[src/rtl/ddr3_cmd_arbiter.sv]
// Round-robin command arbiter for the MIG app command port.
// Read tags are queued in order so each read beat finds its channel.
module ddr3_cmd_arbiter #(
  parameter int NUM_CH    = 4,
  parameter int ADDR_W    = 27,
  parameter int TAG_DEPTH = 16
) (
  input  logic                     clk,
  input  logic                     reset_n,
  input  logic [NUM_CH-1:0]        ch_req,
  input  logic [NUM_CH-1:0]        ch_wr,
  input  logic [NUM_CH*ADDR_W-1:0] ch_addr,
  output logic [NUM_CH-1:0]        ch_ack,
  input  logic                     wr_enable,
  output logic [ADDR_W-1:0]        app_addr,
  output logic [2:0]               app_cmd,
  output logic                     app_en,
  input  logic                     app_rdy,
  input  logic                     app_rd_data_valid,
  output logic [NUM_CH-1:0]        rd_valid_ch,
  output logic                     rd_tag_full,
  output logic                     rd_underflow_err
);

  localparam int IDW = (NUM_CH > 1) ? $clog2(NUM_CH) : 1;
  localparam int PW  = (TAG_DEPTH > 1) ? $clog2(TAG_DEPTH) : 1;
  localparam int CW  = PW + 1;

  localparam logic [2:0] CMD_WR = 3'b000;
  localparam logic [2:0] CMD_RD = 3'b001;

  localparam logic [CW-1:0] CNT_MAX  = CW'(TAG_DEPTH);
  localparam logic [CW-1:0] CNT_LAST = CW'(TAG_DEPTH - 1);

  logic [IDW-1:0]    ptr;
  logic [IDW-1:0]    reg_ch;
  logic [IDW-1:0]    gnt;
  logic [IDW-1:0]    gnt_next;
  logic              found;
  logic [NUM_CH-1:0] elig;
  logic [ADDR_W-1:0] gnt_addr;

  logic              free;
  logic              accept;
  logic              pend_rd;
  logic              rd_room;

  logic [IDW-1:0]    tag_mem [TAG_DEPTH];
  logic [PW-1:0]     wr_ptr;
  logic [PW-1:0]     rd_ptr;
  logic [CW-1:0]     tag_count;
  logic              tag_empty;
  logic              push;
  logic              pop;
  logic [IDW-1:0]    head;

  assign accept  = app_en & app_rdy;
  assign free    = ~app_en | app_rdy;
  // A read sitting in the register, even one being accepted now,
  // is not in tag_count yet, so it still reserves a tag slot.
  assign pend_rd = app_en && (app_cmd == CMD_RD);
  assign rd_room = (tag_count < CNT_MAX) &&
                   !(pend_rd && (tag_count == CNT_LAST));

  assign tag_empty = (tag_count == '0);
  assign push      = accept && (app_cmd == CMD_RD);
  assign pop       = app_rd_data_valid && !tag_empty;
  assign head      = tag_mem[rd_ptr];

  assign rd_tag_full = (tag_count == CNT_MAX);
  assign rd_valid_ch = pop ? (NUM_CH'(1) << head) : '0;

  // Per-channel eligibility: writes need wr_enable, reads need a tag.
  always_comb begin
    elig = '0;
    for (int i = 0; i < NUM_CH; i++) begin
      if (ch_req[i]) begin
        elig[i] = ch_wr[i] ? wr_enable : rd_room;
      end
    end
  end

  // Round-robin scan starting at ptr; first eligible channel wins.
  always_comb begin
    int idx;
    idx   = 0;
    found = 1'b0;
    gnt   = '0;
    for (int k = 0; k < NUM_CH; k++) begin
      idx = int'(ptr) + k;
      if (idx >= NUM_CH) begin
        idx = idx - NUM_CH;
      end
      if (!found && elig[idx]) begin
        found = 1'b1;
        gnt   = IDW'(idx);
      end
    end
  end

  // Address of the winning channel and the pointer after it.
  always_comb begin
    gnt_addr = ch_addr[int'(gnt)*ADDR_W +: ADDR_W];
    if (int'(gnt) == NUM_CH - 1) begin
      gnt_next = '0;
    end else begin
      gnt_next = gnt + 1'b1;
    end
  end

  // Single-entry command register; reloads whenever it is free.
  always_ff @(posedge clk or negedge reset_n) begin
    if (!reset_n) begin
      app_en   <= 1'b0;
      app_cmd  <= CMD_WR;
      app_addr <= '0;
      ch_ack   <= '0;
      reg_ch   <= '0;
      ptr      <= '0;
    end else if (free) begin
      if (found) begin
        app_en   <= 1'b1;
        app_addr <= gnt_addr;
        app_cmd  <= ch_wr[gnt] ? CMD_WR : CMD_RD;
        reg_ch   <= gnt;
        ch_ack   <= NUM_CH'(1) << gnt;
        ptr      <= gnt_next;
      end else begin
        app_en   <= 1'b0;
        ch_ack   <= '0;
      end
    end else begin
      ch_ack <= '0;
    end
  end

  // Tag storage; contents need no reset, only the pointers do.
  always_ff @(posedge clk) begin
    if (push) begin
      tag_mem[wr_ptr] <= reg_ch;
    end
  end

  // Tag FIFO pointers and occupancy.
  always_ff @(posedge clk or negedge reset_n) begin
    if (!reset_n) begin
      wr_ptr    <= '0;
      rd_ptr    <= '0;
      tag_count <= '0;
    end else begin
      if (push) begin
        wr_ptr <= wr_ptr + 1'b1;
      end
      if (pop) begin
        rd_ptr <= rd_ptr + 1'b1;
      end
      unique case ({push, pop})
        2'b10:   tag_count <= tag_count + 1'b1;
        2'b01:   tag_count <= tag_count - 1'b1;
        default: tag_count <= tag_count;
      endcase
    end
  end

  // Sticky flag for a read beat with no outstanding tag.
  always_ff @(posedge clk or negedge reset_n) begin
    if (!reset_n) begin
      rd_underflow_err <= 1'b0;
    end else if (app_rd_data_valid && tag_empty) begin
      rd_underflow_err <= 1'b1;
    end
  end

endmodule

[config.mk]
export PLATFORM = sky130hd
export DESIGN_NAME = ddr3_cmd_arbiter
export DESIGN_NICKNAME = d
export VERILOG_FILES = /design/src/rtl/ddr3_cmd_arbiter.sv
export SDC_FILE = /design/constraint.sdc
export NUM_CORES = 1
export LEC_CHECK = 0
export BUFFER_PORTS_ARGS = -buffer_cell sky130_fd_sc_hd__buf_4
export CORE_ASPECT_RATIO = 1.2
export CORE_MARGIN = 2
export CORE_UTILIZATION = 54
export CTS_CLUSTER_SIZE = 16
export DETAILED_ROUTE_END_ITERATION = 8
export PLACE_DENSITY = 0.86
export SYNTH_ARGS = -nofsm -noshare
export SYNTH_HDL_FRONTEND = slang
export SYNTH_SLANG_ARGS = --single-unit
[constraint.sdc]
create_clock -name clk -period 4.57 [get_ports clk]
set_clock_uncertainty 0.2 [all_clocks]
set_input_delay 0.6855 -clock clk [delete_from_list [all_inputs] [get_ports clk]]
set_output_delay 0.6855 -clock clk [all_outputs]
set_load 0.01 [all_outputs]
Yosys cells after proc, flatten, opt, wreduce, memory -nomap -nowiden --
Memory sizes are Yosys's and may differ from the RTL's. Index checks and enable logic that the tools add are counted.
Word-level totals: RAM bits 32, input port bits 121, output and inout bits 41, logic and storage cells 106, memories 1, bits in registers 53
Operators by class: equality and inequality tests 6, shifts and indexed selects 3, reductions and logical operators 17, bitwise logic cells 3, $lt $le $gt $ge 10, mux-type cells 43, $add $sub $neg 12, multipliers 1
Memories:
- tag_mem | depth 16, width 2, read ports 1, clocked after Yosys merged registers in 0, write ports 1, RTL line 48 | logic [IDW-1:0] tag_mem [TAG_DEPTH];
Operators with widths (number):
- $lt 32x4->1 const B | 4
- $mux 32 | 4
- $shiftx 108x8->27 | 1
- $mux 1 | 25
- $mux 4 | 3
- $sub 3x3->4 const B | 3
- $bmux 1 s2 | 5
- $mux 2 | 5
- $pmux 5 s2 | 1
- $ge 3x3->1 const B | 3
- $logic_and 1x1->1 | 9
- $add 4x1->4 const B | 2
- $shl 1x2->4 const A | 2
- $mul 2x5->7 const B | 1
- $add 2x2->3 const B | 2
- $add 5x1->5 const B | 1
- $eq 5x4->1 const B | 1
- $eq 5x5->1 const B | 1
- $logic_not 1->1 | 5
- $logic_not 5->1 | 1
- $lt 5x5->1 const B | 1
- $sub 5x1->5 const B | 1
- $eq 2x1->1 const B | 2
- $sub 2x3->4 const B | 1
- other kinds (11) | 11

Longest topological paths before layout --
Gate-level depths: netlist of run 1.
depth after elaboration 23, depth in mapped cells 12, depth with buffers taken out 12

Worst setup path after synthesis of run 1 --
No wires, ideal clock.
path type register -> output, start point reg rd_ptr[0], end point out rd_valid_ch[1], arrival time 2212 ps, buffers on the path 1, cell stages (with the launch flop) 5, slack 1472 ps, data required time 3684 ps, path through dfrtp_1 clkbuf_1 mux4_2 mux4_2 nor3b_1
Between the ends: longest elaborated chain between the ends 3
Ends and longest elaborated chain:
- start: declaration | RTL line 50 | logic [PW-1:0] rd_ptr;
- start signal: assignment | RTL line 155 | rd_ptr <= rd_ptr + 1'b1;
- $mem_v2 16x2
- $shl 1x2->4 | RTL line 71 | assign rd_valid_ch = pop ? (NUM_CH'(1) << head) : '0;
- $mux 4 | RTL line 71
- end: declaration | RTL line 20 | output logic [NUM_CH-1:0] rd_valid_ch,
No other way between the ends.

Worst setup path after layout of run 1 --
Ends and elaborated chain as after synthesis.

==> results of run 1 <==
-- sequential cells by signal, indices dropped and copies added (netlist names), 2 cells and up --
register	count
tag_mem	32
ch_ack	4
app_addr	27
rd_ptr	4
wr_ptr	4
tag_count	5
ptr	2
reg_ch	2
-- Yosys cell counts (all sizes together) (2+ instances only) --
cell type / n
o2111ai: 3
nor2: 13
nand3: 3
mux2i: 54
or4: 2
mux2: 3
nor3: 3
inv: 17
o211ai: 2
nand2: 45
o2111a: 2
and3: 3
o21ai: 8
buf: 15
nor3b: 2
o221ai: 27
nand2b: 5
ha: 13
xor2: 2
and2: 17
mux4: 10
a21oi: 3
a21o: 3
xnor2: 9
clkbuf: 7
nand3b: 2
nand4: 3
dfrtp: 51
edfxtp: 32
-- worst paths after layout --
path / from / to / slack (ns) / depth (start not counted)
worst min-delay path: reset_n / rd_underflow_err$_DFFE_PN0P_ / 0.16 / 1
worst min register to register: rd_underflow_err$_DFFE_PN0P_ / rd_underflow_err$_DFFE_PN0P_ / 0.27 / 1
worst max register to register: tag_count[1]$_DFFE_PN0P_ / tag_count[4]$_DFFE_PN0P_ / 1.22 / 12
worst max-delay path: rd_ptr[0]$_DFFE_PN0P_ / rd_valid_ch[1] / 1.06 / 4
max in group asynchronous: reset_n / wr_ptr[0]$_DFFE_PN0P_ / 3.53 / 1
min in group clk: rd_underflow_err$_DFFE_PN0P_ / rd_underflow_err$_DFFE_PN0P_ / 0.27 / 1
-- logic make-up after synthesis --
kind of cell | after synthesis
XOR/XNOR | 11
adder cells (fa/ha/maj) | 14
multiplexers | 67
AND/OR/NAND/NOR | 100
AO/OA/AOI/OAI | 54
buffers and inverters | 39
other | 1
flip-flops | 83
-- metal layers --
| metal | vias up | track usage, % |
|---|---|---|
| li1 | 1668 | - |
| met1 | 1723 | 31.3 |
| met2 | 148 | 42.7 |
| met3 | 31 | 8.17 |
| met4 | 0 | 8.68 |
| met5 | - | 0 |
-- area by class of cell --
class                      instances  area (um^2)
sequential                        83         2240
multi-input combinational        248         2110
fill                             556         2100
timing repair buffer             164         1240
clock buffer                      11          174
tap                               95          119
inverter                          17         63.8
clock inverter                     5         56.3
-- cells in the final DEF (no fill, tap or decap), types with 2 or more instances in the layout --
cell type	instances
sky130_fd_sc_hd__xor2_1	2
sky130_fd_sc_hd__xnor2_1	9
sky130_fd_sc_hd__o2111ai_1	3
sky130_fd_sc_hd__inv_1	16
sky130_fd_sc_hd__or4_1	2
sky130_fd_sc_hd__buf_4	163
sky130_fd_sc_hd__o211ai_1	2
sky130_fd_sc_hd__o21ai_0	8
sky130_fd_sc_hd__conb_1	2
sky130_fd_sc_hd__and2_1	17
sky130_fd_sc_hd__nor3_1	3
sky130_fd_sc_hd__edfxtp_1	32
sky130_fd_sc_hd__mux2i_1	54
sky130_fd_sc_hd__and3_1	3
sky130_fd_sc_hd__clkbuf_8	9
sky130_fd_sc_hd__nand3b_1	2
sky130_fd_sc_hd__nand3_1	3
sky130_fd_sc_hd__clkinv_2	2
sky130_fd_sc_hd__clkbuf_16	2
sky130_fd_sc_hd__dfrtp_1	51
sky130_fd_sc_hd__nor2_1	12
sky130_fd_sc_hd__ha_1	13
sky130_fd_sc_hd__a21oi_1	3
sky130_fd_sc_hd__nand2b_1	5
sky130_fd_sc_hd__nand2_1	45
sky130_fd_sc_hd__mux4_2	10
sky130_fd_sc_hd__o221ai_1	17
sky130_fd_sc_hd__a21o_1	3
sky130_fd_sc_hd__nor3b_1	2
sky130_fd_sc_hd__mux2_2	3
sky130_fd_sc_hd__o221ai_2	10
sky130_fd_sc_hd__nand4_1	2
sky130_fd_sc_hd__o2111a_1	2
-- power by group through the flow --
| stage | logic [uW] | registers (uW) | clock network, uW |
|---|---|---|---|
| final | 1510 | 1280 | 577 |
| after global routing | 1640 | 1320 | 624 |
| after CTS | 1520 | 1280 | 586 |
| after detailed placement | 1520 | 1280 | 0 |
| after global placement | 1470 | 1270 | 0 |
| after floorplan | 951 | 1260 | 0 |
-- through the flow --
| step | utilization (%) | instance area (um^2) | hold WS (ns) |
|---|---|---|---|
| 2_1_floorplan | - | 4510 | 0.190 |
| 3_3_place_gp | 71.2 | 5770 | 0.245 |
| 3_5_place_dp | 71.2 | 5770 | 0.261 |
| 4_1_cts | 74.0 | 6000 | 0.185 |
| 5_1_grt | 74.0 | 6000 | 0.203 |
| 6_report | 74.0 | 6000 | 0.163 |
-- worst register-to-register path, cell delays in order, from the launching register on --
cell                      delay, ns
sky130_fd_sc_hd__dfrtp_1       0.43
sky130_fd_sc_hd__or4_1         0.58
sky130_fd_sc_hd__o21ai_0       0.48
sky130_fd_sc_hd__inv_1         0.21
sky130_fd_sc_hd__ha_1          0.30
sky130_fd_sc_hd__inv_1         0.12
sky130_fd_sc_hd__fa_1          0.22
sky130_fd_sc_hd__inv_1         0.06
sky130_fd_sc_hd__a21o_1        0.16
sky130_fd_sc_hd__a21oi_1       0.17
sky130_fd_sc_hd__xnor2_1       0.13
sky130_fd_sc_hd__nor2_1        0.06
sky130_fd_sc_hd__xnor2_1       0.12
==> results_tabular.tex, run 1 <==
\begin{tabular}{lr}
\hline
Metric & Value \\
\hline
\multicolumn{2}{l}{\textbf{Run status}} \\
Status & finished, final reports clean \\
\multicolumn{2}{l}{\textbf{Clocking}} \\
Clock-pin slew on the worst setup and hold paths & 0.09 ns \\
Maximum buffer depth of the clock tree & 2 \\
CTS resizes & 0 \\
Number of clock sinks & 83 \\
Number of buffers inserted for hold repair after clock tree synthesis & 0 \\
Skew-Pair Late Insertion Delay & 0.34 ns \\
Setup repair bufs after CTS & 0 \\
TritonCTS clock tree & yes \\
Number of buffers created by CTS & 9 \\
H-Tree Depth & 3 \\
CTS root buffer & sky130\_fd\_sc\_hd\_\_clkbuf\_8 \\
\multicolumn{2}{l}{\textbf{Synth}} \\
Adder-cell share of the synthesized area & 4.06\% \\
Cell type contributing the most total cell area after synthesis & sky130\_fd\_sc\_hd\_\_dfrtp\_1 \\
Post-synthesis async set-or-reset flop share & 61.4\% \\
Area share of the leading cell type in the synthesized netlist & 28.3\% \\
Share of the yosys chip area belonging to registers & 49.7\% \\
Fraction of synthesized cell area in xor and xnor cells & 2.14\% \\
Fraction of the mapped netlist area in compound gates & 11.3\% \\
YS warnings & 0 \\
EDFF count, synth & 32 \\
Multiplexer area fraction after synthesis & 17.8\% \\
Leading register cell type out of synthesis & sky130\_fd\_sc\_hd\_\_dfrtp\_1 \\
Flops \& latches, synth & 83 \\
Main combinational cell family by area after synthesis & multiplexers \\
Gate Count Post-Synth & 369 \\
Leading post-synthesis cells by cell area & sky130\_fd\_sc\_hd\_\_dfrtp\_1, sky130\_fd\_sc\_hd\_\_edfxtp\_1, sky130\_fd\_sc\_hd\_\_mux2i\_1 \\
Share of synthesized cell area in and, or, nand and nor gates & 10.8\% \\
Synth cell types & 45 \\
Summed instance area of the synthesized netlist & 4500 um\^{}2 \\
Average footprint of a synthesized cell & 12.2 um\^{}2 \\
\multicolumn{2}{l}{\textbf{Setup path}} \\
Slowest stage delay, CP & 0.76 ns \\
Critical-path cell with the highest stage delay & sky130\_fd\_sc\_hd\_\_dfrtp\_1 \\
WP buf/inv & 1 \\
Kind of end point of the critical path & output port \\
Required time at the worst-slack endpoint & 3.68 ns \\
Worst-path fanout max & 11 \\
Most common cell on crit path & sky130\_fd\_sc\_hd\_\_mux4\_2 \\
Kind of cell adding the most delay to the critical path & multiplexers \\
Arrival time of the worst setup path & 2.62 ns \\
CP cell instances & mux4\_2, mux4\_2, nor3b\_1, buf\_4 \\
CP Class & flip-flop to output port \\
Critical path launch point type & flip-flop \\
\multicolumn{2}{l}{\textbf{Place}} \\
Post-placement cell count & 607 \\
Estimated wirelength of the detail-placed design & 8.92 mm \\
Quantity of I/O buffers inserted on ports & 159 \\
RePlAce Congestion & 0.961 \\
Post-Place Setup Slack & 1.22 ns \\
\multicolumn{2}{l}{\textbf{Layout}} \\
P\&R area growth vs syn & 33.3\% \\
Final std cells w/o fill & 623 \\
Nets@finish & 658 \\
Antenna Diode Count & 0 \\
Ratio of cells with drive above 1 in the final layout & 39.4\% \\
\multicolumn{2}{l}{\textbf{Drt}} \\
Met3 Wirelength & 881 um \\
Remaining DRCs & 0 \\
Met1 Routed Length & 4.36 mm \\
Detail Route Antenna Nets & 0 \\
Wire length on met2 & 6.00 mm \\
Iteration count of the initial detailed-routing pass & 4 \\
Routed wire per std cell & 18.6 um \\
DRT iter0 DRCs & 229 \\
Total wire length after detailed routing & 11.6 mm \\
Vias & 3570 \\
Per-cell via count in the routed design & 5.73 \\
Highest routed layer & met4 \\
\multicolumn{2}{l}{\textbf{Timing}} \\
Unrepaired setup endpoints after global routing & no \\
Max frequency & 285 MHz \\
Period utilisation layout & 76.8\% \\
Post-layout min period & 3.51 ns \\
Setup tns final & 0 ns \\
Slew Limit Headroom & 54.9\% \\
Transition time at the pin with the least slew margin & 0.677 ns \\
Count of endpoints failing hold in the final timing report & 0 \\
Final count of pins violating max slew & 0 \\
Number of failing setup endpoints in the final timing report & 0 \\
Final setup slack of the worst path & 1.06 ns \\
\multicolumn{2}{l}{\textbf{GRT}} \\
Global Route Usage Sum & 25.7\% \\
First-pass GRT wire length & 18.2 mm \\
Maximum number of pins on one net before global-route repair & 52 \\
Via count of the first global-routing pass & 3717 \\
Initial antenna violation count & 0 \\
Overall overflow remaining after global route & 0 \\
\multicolumn{2}{l}{\textbf{Floorplan}} \\
Standard cell core area & 8110 um\^{}2 \\
Chip Width & 87.4 um \\
Die outline area & 9090 um\^{}2 \\
Initial standard-cell utilization of the core & 55.5\% \\
Die boundary height & 104 um \\
Number of I/O pins & 162 \\
Number of rows in the core area & 36 \\
\multicolumn{2}{l}{\textbf{Pwr}} \\
Leakage power summed over all cells & 0.00270 uW \\
Logic gate share of total power & 44.8\% \\
Total power density per cell area & 561 nW/um\^{}2 \\
Portion of total power attributed to sequential cells & 38.1\% \\
Power, Total & 3370 uW \\
Maximum VDD drop & 0.000284 V \\
Switching Share & 37.1\% \\
Power Internal & 2120 uW \\
Net Switching & 1250 uW \\
Clock share of power & 17.1\% \\
\multicolumn{2}{l}{\textbf{Worst hold path}} \\
Class of the most critical hold timing path & primary input to asynchronous set/reset pin \\
\multicolumn{2}{l}{\textbf{Job}} \\
Maximum Capacitance Violations & 0 \\
\hline
\end{tabular}
Note: power is estimated with default switching activity, not from simulation.
==> run 2, diff against run 1 <==
--- a/config.mk
+++ b/config.mk
@@ -8,10 +8,10 @@
 export BUFFER_PORTS_ARGS = -buffer_cell sky130_fd_sc_hd__buf_4
 export CORE_ASPECT_RATIO = 1.2
 export CORE_MARGIN = 2
-export CORE_UTILIZATION = 54
+export CORE_UTILIZATION = 50
 export CTS_CLUSTER_SIZE = 16
 export DETAILED_ROUTE_END_ITERATION = 8
-export PLACE_DENSITY = 0.86
+export PLACE_DENSITY = 0.8
 export SYNTH_ARGS = -nofsm -noshare
 export SYNTH_HDL_FRONTEND = slang
 export SYNTH_SLANG_ARGS = --single-unit
==> constraint.sdc (replaced) <==
create_clock -name clk -period 3.6 [get_ports clk]
set_clock_uncertainty 0.2 [all_clocks]
set_input_delay 0.54 -clock clk [delete_from_list [all_inputs] [get_ports clk]]
set_output_delay 0.54 -clock clk [all_outputs]
set_load 0.01 [all_outputs]
==> run 2 against run 1 <==
  * Global-route usage decreased by 1.2 points
  * Non-clock buffer count up 1
  * Wire length fell by 0.73%
  * Power grew 26%
  * Via count fell by 1.8%
  * Core utilization down 4.5 points
  * Worst hold slack worse by 0.16 ns
  * Sequential share of layout area down 0.10 points
  * Critical endpoint unchanged
==> results_tabular.tex, run 2 (same netlist as run 1, synthesis figures left out) <==
\begin{tabular}{lr}
\hline
Metric & Value \\
\hline
\multicolumn{2}{l}{\textbf{Layout}} \\
P\&R area growth vs syn & 33.7\% \\
Nets@finish & 659 (+0.15\%) \\
Top Registers & tag\_mem: 32 flops, app\_addr: 27 flops, tag\_count: 5 flops \\
Largest register by flop count & tag\_mem \\
Most frequent standard cell in the layout excluding fill and tap cells & sky130\_fd\_sc\_hd\_\_buf\_4 \\
Antenna Diode Count & 0 (unchanged) \\
Ratio of cells with drive above 1 in the final layout & 39.1\% (-0.26 points) \\
Filler instances & 651 (+17\%) \\
Commonest cells after routing, fill and taps aside & sky130\_fd\_sc\_hd\_\_buf\_4, sky130\_fd\_sc\_hd\_\_mux2i\_1, sky130\_fd\_sc\_hd\_\_dfrtp\_1, sky130\_fd\_sc\_hd\_\_nand2\_1, sky130\_fd\_sc\_hd\_\_edfxtp\_1 \\
Flip-flop count of the largest register after layout & 32 (unchanged) \\
Design area & 6020 um\^{}2 (+0.27\%) \\
\multicolumn{2}{l}{\textbf{Drt}} \\
Remaining DRCs & 0 (unchanged) \\
DRT iter0 DRCs & 131 (-43\%) \\
Routed wire per std cell & 17.8 um (-4.3\%) \\
Detail Route Antenna Nets & 0 (unchanged) \\
Total wire length after detailed routing & 11.5 mm (-0.73\%) \\
Iteration count of the initial detailed-routing pass & 4 (unchanged) \\
Per-cell via count in the routed design & 5.43 (-5.3\%) \\
Vias & 3506 (-1.8\%) \\
\multicolumn{2}{l}{\textbf{Floorplan}} \\
Standard cell core area & 8660 um\^{}2 (+6.8\%) \\
Number of rows in the core area & 37 (+2.8\%) \\
Initial standard-cell utilization of the core & 52.0\% (-3.5 points) \\
Die outline area & 9780 um\^{}2 (+7.7\%) \\
Chip Width & 90.6 um (+3.7\%) \\
Number of I/O pins & 162 (unchanged) \\
Die boundary height & 108 um (+3.8\%) \\
\multicolumn{2}{l}{\textbf{Setup path}} \\
Worst reg2reg endpoint & tag\_count[4]\$\_DFFE\_PN0P\_ \\
CP Class & flip-flop to output port \\
Worst-path fanout max & 11 (unchanged) \\
Arrival time of the worst setup path & 2.56 ns (-0.06 ns) \\
Slowest stage delay, CP & 0.73 ns (-0.03 ns) \\
Startpoint of the worst-slack reg-to-reg timing path & tag\_count[0]\$\_DFFE\_PN0P\_ \\
Most common cell on crit path & sky130\_fd\_sc\_hd\_\_mux4\_2 \\
Number of cell instances on the worst register-to-register path & 13 (+1) \\
Reg-to-reg setup timing slack & 0.52 ns (-0.70 ns) \\
CP cell instances & mux4\_2, mux4\_2, nor3b\_1, buf\_4 \\
Kind of end point of the critical path & output port \\
Required time at the worst-slack endpoint & 2.86 ns (-0.82 ns) \\
Critical-path cell with the highest stage delay & sky130\_fd\_sc\_hd\_\_dfrtp\_1 \\
Critical path launch point type & flip-flop \\
\multicolumn{2}{l}{\textbf{Job}} \\
Maximum Capacitance Violations & 0 (unchanged) \\
\multicolumn{2}{l}{\textbf{Clocking}} \\
Clock-pin slew on the worst setup and hold paths & 0.08 ns (about the same) \\
CTS root buffer & sky130\_fd\_sc\_hd\_\_clkbuf\_8 \\
Number of buffers created by CTS & 9 (unchanged) \\
TritonCTS clock tree & yes \\
Setup repair bufs after CTS & 0 (unchanged) \\
CTS resizes & 0 (unchanged) \\
Skew-Pair Late Insertion Delay & 0.35 ns (about the same) \\
H-Tree Depth & 3 (unchanged) \\
Number of buffers inserted for hold repair after clock tree synthesis & 0 (unchanged) \\
Number of clock sinks & 83 (unchanged) \\
Maximum buffer depth of the clock tree & 2 (unchanged) \\
\multicolumn{2}{l}{\textbf{Place}} \\
RePlAce Congestion & 0.858 (-11\%) \\
Cell Area, Placed & 5810 um\^{}2 (+0.61\%) \\
Post-Place Setup Slack & 0.545 ns (-0.673 ns) \\
Quantity of I/O buffers inserted on ports & 159 (unchanged) \\
Estimated wirelength of the detail-placed design & 8.92 mm (about the same) \\
\multicolumn{2}{l}{\textbf{Run status}} \\
Status & finished, final reports clean \\
\multicolumn{2}{l}{\textbf{GRT}} \\
Global Route Usage Sum & 24.5\% (-1.2 points) \\
Overall overflow remaining after global route & 0 (unchanged) \\
Maximum number of pins on one net before global-route repair & 52 (unchanged) \\
Initial antenna violation count & 0 (unchanged) \\
Via count of the first global-routing pass & 3829 (+3.0\%) \\
First-pass GRT wire length & 18.6 mm (+2.4\%) \\
\multicolumn{2}{l}{\textbf{Timing}} \\
Final count of pins violating max slew & 0 (unchanged) \\
Final setup slack of the worst path & 0.299 ns (-0.762 ns) \\
Period utilisation layout & 91.7\% \\
Count of endpoints failing hold in the final timing report & 0 (unchanged) \\
Post-layout min period & 3.30 ns \\
Unrepaired setup endpoints after global routing & no \\
Number of failing setup endpoints in the final timing report & 0 (unchanged) \\
Max frequency & 303 MHz \\
Slew Limit Headroom & 56.1\% (+1.3 points) \\
Setup tns final & 0 ns (unchanged) \\
Transition time at the pin with the least slew margin & 0.658 ns (-0.0189 ns) \\
\multicolumn{2}{l}{\textbf{Pwr}} \\
Maximum VDD drop & 0.000368 V (+29\%) \\
Total power density per cell area & 706 nW/um\^{}2 (+26\%) \\
Leakage power summed over all cells & 0.00270 uW (about the same) \\
\multicolumn{2}{l}{\textbf{Worst hold path}} \\
Class of the most critical hold timing path & primary input to asynchronous set/reset pin \\
\hline
\end{tabular}
-- run 2: power by group --
| part | internal, uW | switching, uW |
|---|---|---|
| clock network | 400 | 323 |
| logic | 982 | 932 |
| registers | 1310 | 306 |
| total | 2690 | 1560 |
-- run 2: how the worst max path moves through the flow --
stage,from,end,slack (ns),depth (start not counted)
2_1_floorplan,tag_count[1]$_DFFE_PN0P_,tag_count[4]$_DFFE_PN0P_,0.54,12
3_3_place_gp,tag_count[1]$_DFFE_PN0P_,tag_count[4]$_DFFE_PN0P_,0.66,13
3_5_place_dp,tag_count[0]$_DFFE_PN0P_,tag_count[4]$_DFFE_PN0P_,0.54,13
4_1_cts,rd_ptr[0]$_DFFE_PN0P_,rd_valid_ch[1],0.26,4
5_1_grt,rd_ptr[0]$_DFFE_PN0P_,rd_valid_ch[1],0.11,4
6_report,rd_ptr[0]$_DFFE_PN0P_,rd_valid_ch[1],0.30,4
-- run 2: final cells by class --
class / count / area (um^2) / area share, %
Timing Repair Buffer: 165 / 1250 / 20.8
Clock inverter: 4 / 72.6 / 1.21
Inverter: 17 / 63.8 / 1.06
Sequential cell: 83 / 2240 / 37.2
Multi-Input combinational cell: 248 / 2110 / 35.0
Tap cell: 117 / 146 / 2.43
Clock buffer: 12 / 139 / 2.31
-- run 2: per-layer routing --
| metal | wire (um) | global-route usage, % | vias up | part of all wire [%] |
|---|---|---|---|---|
| li1 | - | - | 1668 | - |
| met4 | 297 | 11.4 | 0 | 2.6 |
| met3 | 954 | 6.97 | 19 | 8.3 |
| met1 | 4220 | 27.9 | 1676 | 37 |
| met2 | 6010 | 43.0 | 143 | 52 |
| met5 | 0 | 0 | - | 0 |
-- run 2: worst max-delay path, delay by kind of cell, from the launching register on --
family	cells	cell delay [ns]
buffers and inverters	1	0.15
flip-flops	1	0.73
multiplexers	2	1.12
AND/OR/NAND/NOR	1	0.20
-- run 2: per-stage QoR --
| step | utilization [%] | hold WS, ns | total power, uW | cells |
|---|---|---|---|---|
| global placement | 67.1 | 0.243 | 3490 | 630 |
| finish | 69.5 | 0.0000410 | 4250 | 646 |
| floorplan | - | 0.0444 | 2810 | 370 |
| detailed placement | 67.1 | 0.275 | 3560 | 630 |
| CTS | 69.5 | 0.0187 | 4290 | 646 |
| global route | 69.5 | 0.0462 | 4540 | 646 |
==> run 3, diff against run 2 <==
--- a/config.mk
+++ b/config.mk
@@ -6,12 +6,12 @@
 export NUM_CORES = 1
 export LEC_CHECK = 0
 export BUFFER_PORTS_ARGS = -buffer_cell sky130_fd_sc_hd__buf_4
+export CAP_MARGIN = 20
 export CORE_ASPECT_RATIO = 1.2
 export CORE_MARGIN = 2
-export CORE_UTILIZATION = 50
+export CORE_UTILIZATION = 30
 export CTS_CLUSTER_SIZE = 16
 export DETAILED_ROUTE_END_ITERATION = 8
-export PLACE_DENSITY = 0.8
 export SYNTH_ARGS = -nofsm -noshare
 export SYNTH_HDL_FRONTEND = slang
 export SYNTH_SLANG_ARGS = --single-unit
==> run 3 against run 2 <==
  * Clock power up 26%
  * Worst setup slack better by 0.0097 ns
  * Non-clock buffer count increased by 1
  * Count of clock-buffer cells in the layout decreased by 1
==> results_tabular.tex, run 3 (same netlist as run 1, synthesis figures left out) <==
\begin{tabular}{lr}
\hline
Metric & Value \\
\hline
\multicolumn{2}{l}{\textbf{Timing}} \\
Unrepaired setup endpoints after global routing & no \\
Max frequency & 304 MHz (+0.29\%) \\
Number of failing setup endpoints in the final timing report & 0 (unchanged) \\
Post-layout min period & 3.29 ns (-0.00968 ns) \\
Period utilisation layout & 91.4\% (-0.27 points) \\
Count of endpoints failing hold in the final timing report & 0 (unchanged) \\
Slew Limit Headroom & 55.5\% (-0.62 points) \\
Setup tns final & 0 ns (unchanged) \\
Final setup slack of the worst path & 0.309 ns (+0.00968 ns) \\
Final count of pins violating max slew & 0 (unchanged) \\
Worst Hold Slack & 0.0296 ns (+0.0296 ns) \\
Transition time at the pin with the least slew margin & 0.667 ns (+0.00932 ns) \\
\multicolumn{2}{l}{\textbf{Drt}} \\
DRT iter0 DRCs & 90 (-31\%) \\
Vias & 3496 (-0.29\%) \\
Detail Route Antenna Nets & 0 (unchanged) \\
Total wire length after detailed routing & 11.9 mm (+3.6\%) \\
Remaining DRCs & 0 (unchanged) \\
Routed wire per std cell & 16.2 um (-8.8\%) \\
Per-cell via count in the routed design & 4.76 (-12\%) \\
Iteration count of the initial detailed-routing pass & 4 (unchanged) \\
\multicolumn{2}{l}{\textbf{Setup path}} \\
Most common cell on crit path & sky130\_fd\_sc\_hd\_\_mux4\_2 \\
Arrival time of the worst setup path & 2.55 ns (about the same) \\
Critical-path cell with the highest stage delay & sky130\_fd\_sc\_hd\_\_dfrtp\_1 \\
Reg-to-reg setup timing slack & 0.56 ns (+0.04 ns) \\
CP Class & flip-flop to output port \\
CP cell instances & mux4\_2, mux4\_2, nor3b\_1, buf\_4 \\
Kind of end point of the critical path & output port \\
Critical path launch point type & flip-flop \\
Kind of cell adding the most delay to the critical path & multiplexers \\
Slowest stage delay, CP & 0.74 ns (about the same) \\
Required time at the worst-slack endpoint & 2.86 ns (about the same) \\
Worst reg2reg endpoint & tag\_count[4]\$\_DFFE\_PN0P\_ \\
Worst-path fanout max & 11 (unchanged) \\
WP buf/inv & 1 (unchanged) \\
Number of cell instances on the worst register-to-register path & 13 (unchanged) \\
Startpoint of the worst-slack reg-to-reg timing path & tag\_count[1]\$\_DFFE\_PN0P\_ \\
\multicolumn{2}{l}{\textbf{Clocking}} \\
Skew-Pair Late Insertion Delay & 0.34 ns (about the same) \\
CTS root buffer & sky130\_fd\_sc\_hd\_\_clkbuf\_16 \\
H-Tree Depth & 3 (unchanged) \\
Number of buffers inserted for hold repair after clock tree synthesis & 0 (unchanged) \\
Number of clock sinks & 83 (unchanged) \\
Setup repair bufs after CTS & 0 (unchanged) \\
Clock-pin slew on the worst setup and hold paths & 0.06 ns (-0.02 ns) \\
CTS resizes & 0 (unchanged) \\
Number of buffers created by CTS & 9 (unchanged) \\
TritonCTS clock tree & yes \\
Maximum buffer depth of the clock tree & 2 (unchanged) \\
\multicolumn{2}{l}{\textbf{Place}} \\
Post-Place Setup Slack & 0.570 ns (+0.0255 ns) \\
Estimated wirelength of the detail-placed design & 9.43 mm (+5.8\%) \\
Cell Area, Placed & 5920 um\^{}2 (+2.0\%) \\
RePlAce Congestion & 0.853 (-0.62\%) \\
Quantity of I/O buffers inserted on ports & 159 (unchanged) \\
\multicolumn{2}{l}{\textbf{Layout}} \\
P\&R area growth vs syn & 38.1\% \\
Ratio of cells with drive above 1 in the final layout & 39.2\% (+0.11 points) \\
Nets@finish & 660 (+0.15\%) \\
Most frequent standard cell in the layout excluding fill and tap cells & sky130\_fd\_sc\_hd\_\_buf\_4 \\
Final core utilization & 41.9\% (-28 points) \\
Antenna Diode Count & 0 (unchanged) \\
Commonest cells after routing, fill and taps aside & sky130\_fd\_sc\_hd\_\_buf\_4, sky130\_fd\_sc\_hd\_\_mux2i\_1, sky130\_fd\_sc\_hd\_\_dfrtp\_1, sky130\_fd\_sc\_hd\_\_nand2\_1, sky130\_fd\_sc\_hd\_\_edfxtp\_1 \\
Design area & 6220 um\^{}2 (+3.3\%) \\
Top Registers & tag\_mem: 32 flops, app\_addr: 27 flops, tag\_count: 5 flops \\
Largest register by flop count & tag\_mem \\
Flip-flop count of the largest register after layout & 32 (unchanged) \\
\multicolumn{2}{l}{\textbf{GRT}} \\
Overall overflow remaining after global route & 0 (unchanged) \\
Maximum number of pins on one net before global-route repair & 52 (unchanged) \\
Met1 Resource Use GR & 16.2\% (-12 points) \\
Grt met2 use & 27.9\% (-15 points) \\
First-pass GRT wire length & 19.0 mm (+1.9\%) \\
Met3 track demand over resource & 3.59\% (-3.4 points) \\
Global Route Usage Sum & 15.4\% (-9.1 points) \\
Via count of the first global-routing pass & 3851 (+0.57\%) \\
Initial antenna violation count & 0 (unchanged) \\
Routing layer with the top usage in global route & met2 \\
\multicolumn{2}{l}{\textbf{Worst hold path}} \\
Class of the most critical hold timing path & primary input to asynchronous set/reset pin \\
\multicolumn{2}{l}{\textbf{Run status}} \\
Status & finished, final reports clean \\
\multicolumn{2}{l}{\textbf{Floorplan}} \\
Standard cell core area & 14800 um\^{}2 (+71\%) \\
Die boundary height & 138 um (+28\%) \\
Initial standard-cell utilization of the core & 30.4\% (-22 points) \\
Die outline area & 16000 um\^{}2 (+64\%) \\
Chip Width & 116 um (+28\%) \\
Number of rows in the core area & 49 (+32\%) \\
Number of I/O pins & 162 (unchanged) \\
\multicolumn{2}{l}{\textbf{Job}} \\
Maximum Capacitance Violations & 0 (unchanged) \\
\multicolumn{2}{l}{\textbf{Pwr}} \\
Total power density per cell area & 720 nW/um\^{}2 (+2.0\%) \\
Maximum VDD drop & 0.000281 V (-24\%) \\
Leakage power summed over all cells & 0.00274 uW (+1.6\%) \\
\hline
\end{tabular}
==> run 3: cell count changes in the layout (fill, tap and decap cells not counted) <==
cell                        change
sky130_fd_sc_hd__buf_4          +1
sky130_fd_sc_hd__bufinv_16      -1
sky130_fd_sc_hd__clkbuf_1       -1
sky130_fd_sc_hd__clkbuf_16      +9
sky130_fd_sc_hd__clkbuf_4       -1
sky130_fd_sc_hd__clkbuf_8       -8
sky130_fd_sc_hd__clkinv_1       +1
sky130_fd_sc_hd__clkinv_2       +2
sky130_fd_sc_hd__clkinv_4       +1
sky130_fd_sc_hd__inv_4          -2
==> run 3: layout make-up <==
| cell class | instances | area, um^2 |
|---|---|---|
| inverters | 17 | 63.8 |
| clock inverters | 5 | 52.6 |
| repair buffers | 166 | 1260 |
| flip-flops and latches | 83 | 2240 |
| fillers | 1461 | 8620 |
| clock buffers | 11 | 243 |
| multi-input cells | 248 | 2110 |
| well taps | 204 | 255 |
==> run 3: where the power goes <==
| group | internal (uW) | switching (uW) | total (uW) |
|---|---|---|---|
| Clock | 552 | 357 | 910 |
| Combinational | 989 | 947 | 1940 |
| Sequential | 1310 | 325 | 1640 |
| Total | 2850 | 1630 | 4480 |
==> run 3: metal layers <==
layer / up-vias / wire [um]
met1: 1651 / 4410
met4: 0 / 453
li1: 1676 / -
met2: 143 / 6320
met3: 26 / 721
met5: - / 0
==> run 3: per-stage QoR <==
| step | instances | power [uW] |
|---|---|---|
| after floorplan | 370 | 2810 |
| after global placement | 718 | 3560 |
| after detailed placement | 718 | 3620 |
| after CTS | 734 | 4550 |
| after global routing | 734 | 4790 |
| final | 734 | 4480 |
==> run 3: worst max path at each step <==
stage                                   from                       end  depth (start not counted)
floorplan           tag_count[1]$_DFFE_PN0P_  tag_count[4]$_DFFE_PN0P_                         12
global placement    tag_count[1]$_DFFE_PN0P_  tag_count[4]$_DFFE_PN0P_                         13
detailed placement                  ch_wr[0]  app_addr[17]$_DFFE_PN0P_                          9
CTS                    rd_ptr[0]$_DFFE_PN0P_            rd_valid_ch[1]                          4
global route           rd_ptr[0]$_DFFE_PN0P_            rd_valid_ch[0]                          4
finish                 rd_ptr[0]$_DFFE_PN0P_            rd_valid_ch[1]                          4
